===== config.mk =====
export PLATFORM = sky130hd
export DESIGN_NAME = axil_regfile
export DESIGN_NICKNAME = d
export VERILOG_FILES = /design/src/rtl/axil_pkg.sv /design/src/rtl/axil_hold_buf.sv /design/src/rtl/axil_regfile.sv
export SDC_FILE = /design/constraint.sdc
export NUM_CORES = 2
export LEC_CHECK = 0
export ABC_AREA = 1
export BUFFER_PORTS_ARGS = -buffer_cell sky130_fd_sc_hd__buf_2
export CORE_AREA = 2 2 449 451
export CTS_CLUSTER_DIAMETER = 30
export CTS_CLUSTER_SIZE = 25
export DETAILED_ROUTE_END_ITERATION = 6
export DIE_AREA = 0 0 451 453
export PLACE_DENSITY = 0.45
export SYNTH_ARGS = -nofsm -noshare
export SYNTH_HDL_FRONTEND = slang
export SYNTH_SLANG_ARGS = --single-unit

===== constraint.sdc =====
create_clock -name S_AXI_ACLK -period 1.71 [get_ports S_AXI_ACLK]
set_input_delay 0.342 -clock S_AXI_ACLK [delete_from_list [all_inputs] [get_ports S_AXI_ACLK]]
set_output_delay 0.342 -clock S_AXI_ACLK [all_outputs]
set_load 0.01 [all_outputs]

===== src/rtl/axil_pkg.sv =====
// Shared constants and helpers for the AXI-Lite register file.
// Response codes, address-LSB and index-width helpers.
package axil_pkg;

  localparam logic [1:0] RESP_OKAY   = 2'b00;
  localparam logic [1:0] RESP_SLVERR = 2'b10;

  function automatic int addr_lsb(input int dw);
    return $clog2(dw / 8);
  endfunction

  function automatic int idx_w(input int n);
    return (n <= 1) ? 1 : $clog2(n);
  endfunction

endpackage


===== src/rtl/axil_hold_buf.sv =====
// One-entry holding register for a valid/ready channel.
// Ports: clk, rst_n, in_valid/in_data/in_ready, take (consume), full, data.
module axil_hold_buf #(
  parameter int WIDTH = 8
) (
  input  logic             clk,
  input  logic             rst_n,
  input  logic             in_valid,
  input  logic [WIDTH-1:0] in_data,
  output logic             in_ready,
  input  logic             take,
  output logic             full,
  output logic [WIDTH-1:0] data
);

  logic hs;
  logic full_nx;

  assign hs = in_valid & in_ready;

  // take drains the held entry if any, else the incoming beat
  assign full_nx = full ? ~take : (hs & ~take);

  always_ff @(posedge clk or negedge rst_n) begin
    if (!rst_n) begin
      full     <= 1'b0;
      in_ready <= 1'b0;
      data     <= '0;
    end else begin
      full     <= full_nx;
      in_ready <= ~full_nx;
      if (!full && hs && !take)
        data <= in_data;
    end
  end

endmodule


===== src/rtl/axil_regfile.sv =====
// AXI4-Lite register file: NUM_REGS regs, byte strobes, buffered AW/W.
// Option AXIL_REGFILE_ERR_RESP_EN: SLVERR for out-of-range indices.
module axil_regfile
  import axil_pkg::*;
#(
  parameter int C_S_AXI_DATA_WIDTH = 32,
  parameter int C_S_AXI_ADDR_WIDTH = 7,
  parameter int NUM_REGS           = 32
) (
  input  logic                          S_AXI_ACLK,
  input  logic                          S_AXI_ARESETN,
  input  logic [C_S_AXI_ADDR_WIDTH-1:0] S_AXI_AWADDR,
  input  logic [2:0]                    S_AXI_AWPROT,
  input  logic                          S_AXI_AWVALID,
  output logic                          S_AXI_AWREADY,
  input  logic [C_S_AXI_DATA_WIDTH-1:0] S_AXI_WDATA,
  input  logic [C_S_AXI_DATA_WIDTH/8-1:0] S_AXI_WSTRB,
  input  logic                          S_AXI_WVALID,
  output logic                          S_AXI_WREADY,
  output logic [1:0]                    S_AXI_BRESP,
  output logic                          S_AXI_BVALID,
  input  logic                          S_AXI_BREADY,
  input  logic [C_S_AXI_ADDR_WIDTH-1:0] S_AXI_ARADDR,
  input  logic [2:0]                    S_AXI_ARPROT,
  input  logic                          S_AXI_ARVALID,
  output logic                          S_AXI_ARREADY,
  output logic [C_S_AXI_DATA_WIDTH-1:0] S_AXI_RDATA,
  output logic [1:0]                    S_AXI_RRESP,
  output logic                          S_AXI_RVALID,
  input  logic                          S_AXI_RREADY,
  output logic [NUM_REGS*C_S_AXI_DATA_WIDTH-1:0] o_regs,
  output logic [NUM_REGS-1:0]           o_wr_pulse
);

  localparam int DW  = C_S_AXI_DATA_WIDTH;
  localparam int AW  = C_S_AXI_ADDR_WIDTH;
  localparam int SW  = DW / 8;
  localparam int LSB = addr_lsb(DW);
  localparam int FIW = AW - LSB;
  localparam int IW  = idx_w(NUM_REGS);
  localparam logic [FIW:0] NREG_F = (FIW+1)'(NUM_REGS);
  localparam logic [IW:0]  NREG_I = (IW+1)'(NUM_REGS);
`ifdef AXIL_REGFILE_ERR_RESP_EN
  localparam logic [1:0] ERR_RESP = RESP_SLVERR;
`else
  localparam logic [1:0] ERR_RESP = RESP_OKAY;
`endif

  logic [DW-1:0]    regs [NUM_REGS];
  logic             aw_full;
  logic             w_full;
  logic [AW-1:0]    aw_q;
  logic [DW+SW-1:0] w_q;
  logic             aw_hs;
  logic             w_hs;
  logic             fire;
  logic [AW-1:0]    wr_addr;
  logic [DW-1:0]    wr_data;
  logic [SW-1:0]    wr_strb;
  logic [FIW-1:0]   w_fidx;
  logic [FIW-1:0]   r_fidx;
  logic [IW-1:0]    w_idx;
  logic [IW-1:0]    r_idx;
  logic             w_ok;
  logic             r_ok;
  logic             ar_hs;
  logic             unused_ok;

  axil_hold_buf #(.WIDTH(AW)) u_aw_buf (
    .clk      (S_AXI_ACLK),
    .rst_n    (S_AXI_ARESETN),
    .in_valid (S_AXI_AWVALID),
    .in_data  (S_AXI_AWADDR),
    .in_ready (S_AXI_AWREADY),
    .take     (fire),
    .full     (aw_full),
    .data     (aw_q)
  );

  axil_hold_buf #(.WIDTH(DW+SW)) u_w_buf (
    .clk      (S_AXI_ACLK),
    .rst_n    (S_AXI_ARESETN),
    .in_valid (S_AXI_WVALID),
    .in_data  ({S_AXI_WDATA, S_AXI_WSTRB}),
    .in_ready (S_AXI_WREADY),
    .take     (fire),
    .full     (w_full),
    .data     (w_q)
  );

  assign aw_hs = S_AXI_AWVALID & S_AXI_AWREADY;
  assign w_hs  = S_AXI_WVALID & S_AXI_WREADY;
  assign fire  = (aw_full | aw_hs) & (w_full | w_hs)
               & (~S_AXI_BVALID | S_AXI_BREADY);

  assign wr_addr = aw_full ? aw_q : S_AXI_AWADDR;
  assign {wr_data, wr_strb} = w_full ? w_q
                            : {S_AXI_WDATA, S_AXI_WSTRB};

  assign w_fidx = wr_addr[AW-1:LSB];
  assign r_fidx = S_AXI_ARADDR[AW-1:LSB];
  assign w_idx  = w_fidx[IW-1:0];
  assign r_idx  = r_fidx[IW-1:0];

`ifdef AXIL_REGFILE_ERR_RESP_EN
  assign w_ok = {1'b0, w_fidx} < NREG_F;
  assign r_ok = {1'b0, r_fidx} < NREG_F;
`else
  assign w_ok = {1'b0, w_idx} < NREG_I;
  assign r_ok = {1'b0, r_idx} < NREG_I;
`endif

  assign ar_hs = S_AXI_ARVALID & S_AXI_ARREADY;
  assign S_AXI_ARREADY = ~S_AXI_RVALID | S_AXI_RREADY;

  assign unused_ok = ^{S_AXI_AWPROT, S_AXI_ARPROT,
                       wr_addr, S_AXI_ARADDR,
                       w_fidx, r_fidx, NREG_F, NREG_I};

  always_ff @(posedge S_AXI_ACLK or negedge S_AXI_ARESETN) begin
    if (!S_AXI_ARESETN) begin
      for (int i = 0; i < NUM_REGS; i++)
        regs[i] <= '0;
      o_wr_pulse   <= '0;
      S_AXI_BVALID <= 1'b0;
      S_AXI_BRESP  <= RESP_OKAY;
    end else begin
      o_wr_pulse <= '0;
      if (fire) begin
        S_AXI_BVALID <= 1'b1;
        S_AXI_BRESP  <= w_ok ? RESP_OKAY : ERR_RESP;
        if (w_ok) begin
          o_wr_pulse[w_idx] <= 1'b1;
          for (int b = 0; b < SW; b++)
            if (wr_strb[b])
              regs[w_idx][b*8 +: 8] <= wr_data[b*8 +: 8];
        end
      end else if (S_AXI_BREADY) begin
        S_AXI_BVALID <= 1'b0;
      end
    end
  end

  // Reads sample regs before this edge's write lands
  always_ff @(posedge S_AXI_ACLK or negedge S_AXI_ARESETN) begin
    if (!S_AXI_ARESETN) begin
      S_AXI_RVALID <= 1'b0;
      S_AXI_RDATA  <= '0;
      S_AXI_RRESP  <= RESP_OKAY;
    end else if (ar_hs) begin
      S_AXI_RVALID <= 1'b1;
      S_AXI_RDATA  <= r_ok ? regs[r_idx] : '0;
      S_AXI_RRESP  <= r_ok ? RESP_OKAY : ERR_RESP;
    end else if (S_AXI_RREADY) begin
      S_AXI_RVALID <= 1'b0;
    end
  end

  for (genvar g = 0; g < NUM_REGS; g++) begin : g_out
    assign o_regs[g*DW +: DW] = regs[g];
  end

endmodule


; Word-level counts from Yosys, hierarchy flattened
; Index checks and enable logic that the tools add are counted.
[totals]
inputBits = 63
wordCells = 109
register_bits = 1137
output_inout_bits = 1097
[op_classes]
magnitude_cmp = 5
n_bitwise = 18
mux = 33
n_reduce_logical = 11
[op_table]
columns = cell, n
row1 = 1024-bit two-way mux, 7
row2 = 1024-bit bitwise mux, 4
row3 = 32-bit demux with 5-bit select, 4
row4 = 32-bit binary-select mux with 5-bit select, 1
row5 = 32-bit two-way mux, 4
row6 = 36-bit two-way mux, 1
row7 = 24-bit two-way mux, 1
row8 = 16-bit two-way mux, 1
row9 = 6-bit >= comparator (second input constant), 2
row10 = 5-bit inverter with 6-bit output, 2
row11 = 8-bit two-way mux, 1
row12 = 1-bit AND, 7
row13 = 1-bit two-way mux, 7
row14 = 7-bit two-way mux, 1
row15 = 1-bit logical AND, 6
row16 = 5-bit by 6-bit less-than comparator with 1-bit output (second input constant), 1
row17 = 6-bit by 1-bit less-than comparator with 1-bit output (second input constant), 1
row18 = 1-bit demux with 5-bit select, 1
row19 = 5-bit by 1-bit >= comparator with 1-bit output (second input constant), 1
row20 = 1-bit inverter, 5
row21 = 1-bit bitwise OR, 4
row22 = 2-bit nonzero test, 2
row23 = 1-bit logical NOT, 3

; Longest topological paths before layout
[logic_depth]
ltp_word = 17
depth_mapped = 12
ltp_nobuf = 9

; By module
; A second synthesis with hierarchy kept.
[unflattened]
hier_cells = 6379
hier_area_um2 = 51219.1
[by_module_without_submodules]
columns = mod, area_per_inst_um2, n_inst, seq_area_each_um2, cells_per_inst
row1 = axil_regfile, 49288.5, 1, 27276.2, 6181
row2 = axil_hold_buf at u_w_buf, 1572.8, 1, 950.9, 162
row3 = axil_hold_buf at u_aw_buf, 357.8, 1, 225.2, 36

; Worst setup path after synthesis
; No wires, ideal clock.
[synth_timing]
path_kind = register to register
start = register u_aw_buf.full
end = register regs (netlist bit o_regs[102])
setup_ns = 0.133
period_less_slack_ns = 1.879
path_slack_ns = -0.169
n_path_buf = 2
t_required_ns = 1.577
stages_incl_launch_ff = 11
arrival_ns = 1.746
cell_sequence = dfrtp_1 > buf_6 > o21ai_2 > inv_1 > nor2_1 > inv_1 > nor2_1 > nand2_1 > clkbuf_1 > nand2_1 > o21ai_0
[synth_via]
elab_chain_cells = 17
word_cells_on_any_way = 24
cone_classes = order compare (2) / mux (17) / bitwise (4) / reduce/logical (1)
[synth_lines]
columns = element, line
row1 = "start, declared", axil_hold_buf.sv:12  ; output logic full,
row2 = "start signal, assigned", axil_hold_buf.sv:30  ; full <= full_nx;
row3 = 7-bit two-way mux, axil_regfile.sv:96  ; assign wr_addr = aw_full ? aw_q : S_AXI_AWADDR;
row4 = 5-bit inverter with 6-bit output (implied by the code), axil_regfile.sv:136  ; regs[w_idx][b*8 +: 8] <= wr_data[b*8 +: 8];
row5 = 6-bit >= comparator (implied by the code) or 6-bit by 1-bit less-than comparator with 1-bit output (tied branches), axil_regfile.sv:136
row6 = 1-bit logical AND (implied by the code), axil_regfile.sv:136
row7 = 8-bit two-way mux (implied by the code), axil_regfile.sv:136
row8 = 32-bit demux with 5-bit select, axil_regfile.sv:136
row9 = 1024-bit bitwise mux, axil_regfile.sv:136
row10 = 1024-bit two-way mux, axil_regfile.sv:135  ; if (wr_strb[b])
row11 = 1024-bit two-way mux, axil_regfile.sv:129  ; if (fire) begin
row12 = 1024-bit bitwise mux, axil_regfile.sv:136
row13 = 1024-bit two-way mux, axil_regfile.sv:135
row14 = 1024-bit two-way mux, axil_regfile.sv:129
row15 = 1024-bit bitwise mux, axil_regfile.sv:136
row16 = 1024-bit two-way mux, axil_regfile.sv:135
row17 = 1024-bit two-way mux, axil_regfile.sv:129
row18 = 1024-bit bitwise mux, axil_regfile.sv:136
row19 = 1024-bit two-way mux, axil_regfile.sv:135
row20 = "end signal, assigned by index", axil_regfile.sv:136
row21 = "end, declared", axil_regfile.sv:49  ; logic [DW-1:0] regs [NUM_REGS];
; Several ways; a longest one is shown, not always the timed one. The select of a mux whose other input is x is not followed.
; A chain may end at the register's enable or synchronous reset.

; Worst setup path after layout
[layout_timing]
start = register u_aw_buf.full
end = register regs (netlist bit o_regs[681])
[layout_via]
elab_chain_cells = 14
word_cells_on_any_way = 24
cone_classes = order compare (2) / mux (17) / bitwise (4) / reduce/logical (1)
[layout_lines]
columns = element, line
row1 = 7-bit two-way mux, axil_regfile.sv:96
row2 = 5-bit inverter with 6-bit output (implied by the code), axil_regfile.sv:136
row3 = 6-bit >= comparator (implied by the code) (tied with other cells), axil_regfile.sv:136
row4 = 1-bit logical AND (implied by the code) or 1024-bit bitwise mux (tied branches), axil_regfile.sv:136
row5 = 16-bit two-way mux (implied by the code) or 1024-bit two-way mux (tied branches), "axil_regfile.sv:136, axil_regfile.sv:135"
row6 = 32-bit demux with 5-bit select or 1024-bit two-way mux (tied branches), "axil_regfile.sv:136, axil_regfile.sv:129"
row7 = 1024-bit bitwise mux, axil_regfile.sv:136
row8 = 1024-bit two-way mux, axil_regfile.sv:135
row9 = 1024-bit two-way mux, axil_regfile.sv:129
row10 = 1024-bit bitwise mux, axil_regfile.sv:136
row11 = 1024-bit two-way mux, axil_regfile.sv:135
row12 = 1024-bit two-way mux, axil_regfile.sv:129
row13 = 1024-bit bitwise mux, axil_regfile.sv:136
row14 = 1024-bit two-way mux, axil_regfile.sv:135
; Several ways; a longest one is shown, not always the timed one. The select of a mux whose other input is x is not followed.

==> results.md <==
* Placed Area at between 0.06 and 0.07 sq mm
* GR Layer Usage met1 at 0.3577
* Cell count after synthesis at ~6,300
* Largest net degree at the start of global routing at 95
* Layout cells sized above 1 at 0.3170
* Fill cell count at ~20,000
* # rows at 164
* Layout area overhead at 58.43%
* Pre-CTS setup slack at -696.4 ps
* Distinct cells, synth at 26
* Inserted Clock Buffers at 348
* Critical path capture point type: flip-flop
* Least-Margin Pin Slew at around 850 ps
* Die ar. at a little over 0.2 sq mm
* GR Util met2 at 0.4358
* FMAX at between 400 and 500 MHz
* CP max stage cell: dfrtp_1
* IO Count at roughly 1,200
* Core area at between 0.15 and 0.2 sq mm
* Final hold vios at 0
* Final ANT Viol Nets at 0
* Worst-Skew Late Latency at just under 1000 ps
* TritonRoute pass-1 iters at 6
* Hold-critical path depth at 8
* Clock Tree Root: clkbuf_16
* Startpoint Class: flip-flop
* Endpoints failing setup at around 2,200
* Fin area at between 0.08 and 0.09 sq mm
* Peak supply drop at around 0.97 mV
* DRT iter0 DRCs at 5,548
* Hold Path Class: in -> reg
* Total Wirelength at around 290,000 microns
* Max-Cap Viols at 0
* Nets at 8,067
* Clk_skew at slightly below 80 ps
* Yosys reg bits at 1,135
* Initial antenna violation count at 14
* Post-synth top area cell: dfrtp_1
* Final period util at 1.242
* Asr flop ratio synth at 1.000
* Area contributors post-synth: dfrtp_1 56%, nand2_1 19%, o21ai_0 11%, nand3_1 8.5%, clkbuf_1 2.9%
* Most Crowded Layer GR: met2
* R2r worst-path depth at 14
* Vias in the first global route at slightly above 50,000
* Critical Path RT at about 2500 ps
* CP Max Fanout at 16
* RSZ-0062 raised after global routing: yes
* Sequential fraction of the synthesis area at 0.5597
* Outcome: complete, but fails checks
* Synth warnings at 0
* Max-slew violation count at 0
* Clock sink total at ~1,100
* First-pass GRT wire length at ~400,000 microns
* H-tree depth at 5
* Initial Util at 0.2547
* Syn avg cell area at about 8.0 sq um
* Setup WS post-layout at -413.4 ps
* Synthesized cell area at approximately 0.051 sq mm
* CP arrival at a little under 3000 ps
* Maximum clock insertion buffer count at 4
* DRC violations left at 0
* Post-layout min period at ~2100 ps
* Via count at between 50,000 and 60,000
* Gpl congestion at between 0.9 and 1
* Die W at 451 microns
* Drt wl/cell at around 27 microns
* Number of synthesized flops with an enable pin at 0
* Area share of the largest cell type after synthesis at 0.5597
* Setup TNS at -443,000 ps
* Main flop type after synthesis: dfrtp_1
* Detailed Place HPWL at 214,500 microns
* Remaining global-route overflow at 0
* Failing checks: negative setup slack
* Met3 global-route usage at 0.06237
* Die H at 453 microns
* Cell chain of the critical path: buf_6 > nand2_4 > o21ai_4 > buf_4 > nor2_4 > buf_6 > nand2_8 > nor3_4 > buf_4 > buf_12 > nand2_4 > buf_12 > nand2_1 > o21ai_1
* Vias per inst at roughly 5
* Leakage at 40.08 nW
* Crit path kind: reg -> reg
* GRT Util Overall at 0.2769
* Power density cells at a little over 2000 mW/mm^2
* I/O Buffers at approximately 1,100
* Hold slack at roughly 110 ps
* CTS tree: done
* Clk slew on worst S/H paths at about 50 ps
* CP max stage delay at 390 ps
* Worst relative slew slack at 0.4332
[cell families after synthesis]
logic type	Yosys count	share of synthesized area
and+or+nand+nor	3532	0.2873
DFF	1135	0.5597
AOI/OAI and AO/OA	1103	0.1093
buffers and inverters	544	0.04276
muxes	4	0.0008384
other	1	0.00007390
[cells in the final DEF (no fill, tap or decap), drive strengths merged, types with 4 or more instances in the layout]
| master | synthesis | routed |
|---|---|---|
| buf | 88 | 1752 |
| bufinv | 0 | 41 |
| clkbuf | 395 | 492 |
| clkinv | 0 | 65 |
| clkinvlp | 0 | 13 |
| conb | 1 | 4 |
| dfrtp | 1135 | 1135 |
| diode | 0 | 10 |
| dlygate4sd3 | 0 | 49 |
| inv | 61 | 65 |
| nand2 | 2597 | 2598 |
| nand3 | 865 | 865 |
| nor2 | 45 | 45 |
| nor3 | 24 | 24 |
| o21ai | 1102 | 1102 |
[worst paths after layout]
path / from / end / slack, ps
max: u_aw_buf.full$_DFF_PN0_ / o_regs[681]$_DFFE_PN0P_ / -410
min reg2reg: S_AXI_RDATA[31]$_DFFE_PN0P_ / S_AXI_RDATA[31]$_DFFE_PN0P_ / 470
max reg2reg: u_aw_buf.full$_DFF_PN0_ / o_regs[681]$_DFFE_PN0P_ / -410
max in group asynchronous: S_AXI_ARESETN / o_regs[19]$_DFFE_PN0P_ / 240
min in group asynchronous: S_AXI_ARESETN / o_regs[16]$_DFFE_PN0P_ / 210
min: S_AXI_ARADDR[3] / S_AXI_RDATA[7]$_DFFE_PN0P_ / 110
[timing repair]
item                                    CTS  global route
cloned                                   10            10
setup buffers                            21            10
hold buffers                             49             0
setup endpoints to repair              2162          2164
endpoints found under the hold margin  1370             0
pin swaps                                21            17
resized for setup                       241           225
[report_power, final]
part / total [W] / internal (W) / switching [W] / leakage, nW
Combinational: 0.0521 / 0.0192 / 0.0329 / 18.8
Clock: 0.0649 / 0.0464 / 0.0185 / 5.82
Sequential: 0.0480 / 0.0369 / 0.0112 / 15.4
Total: 0.165 / 0.103 / 0.0625 / 40.1
[per-layer routing]
layer / share of wire / vias to the layer above / wire length, microns
met1: 0.41 / 26820 / 121100
met4: 0.055 / 0 / 16080
met2: 0.46 / 2654 / 134900
met5: 0 / - / 0
met3: 0.074 / 567 / 21700
li1: - / 24340 / -
[sequential cells by signal, indices dropped and copies added, names as in the netlist]
name,count
S_AXI_BVALID,1
S_AXI_RDATA,32
S_AXI_RVALID,1
o_regs,1024
o_wr_pulse,32
u_aw_buf.data,5
u_aw_buf.full,1
u_aw_buf.in_ready,1
u_w_buf.data,36
u_w_buf.full,1
u_w_buf.in_ready,1
[cell type report]
| class | count | area, sq um | area share |
|---|---|---|---|
| antenna | 10 | 25.02 | 0.0003113 |
| clock buffer | 482 | 10070 | 0.1252 |
| clock inverter | 123 | 1749 | 0.02176 |
| inverter | 61 | 272.8 | 0.003393 |
| multi-input combinational | 4644 | 21620 | 0.2689 |
| sequential | 1135 | 28420 | 0.3535 |
| tap | 2656 | 3323 | 0.04134 |
| timing repair buffer | 1814 | 14920 | 0.1856 |
[cells in the mapped netlist (9+ instances only)]
master	n
buf_1	26
nand3_1	864
nand2_2	9
inv_1	55
buf_4	15
nor3_2	10
nand2_1	2586
o21ai_1	12
o21ai_0	1084
clkbuf_1	395
buf_2	45
dfrtp_1	1135
nor3_4	9
nor2_1	40
[per-stage QoR]
stage,power (W),util,cells
3_3_place_gp,0.09661,0.3307,10210
6_report,0.1651,0.4035,10930
3_5_place_dp,0.09723,0.3307,10210
4_1_cts,0.1647,0.3987,10900
5_1_grt,0.1721,0.4034,10920
2_1_floorplan,0.06520,-,6322
[critical path, delay by kind of cell (launching register included)]
kind	cells	cell delay, ps
buffers and inverters	6	870
AO/OA/AOI/OAI	2	130
AND/OR/NAND/NOR	6	550
flip-flops	1	390
Note: power is estimated with default switching activity, not from simulation.
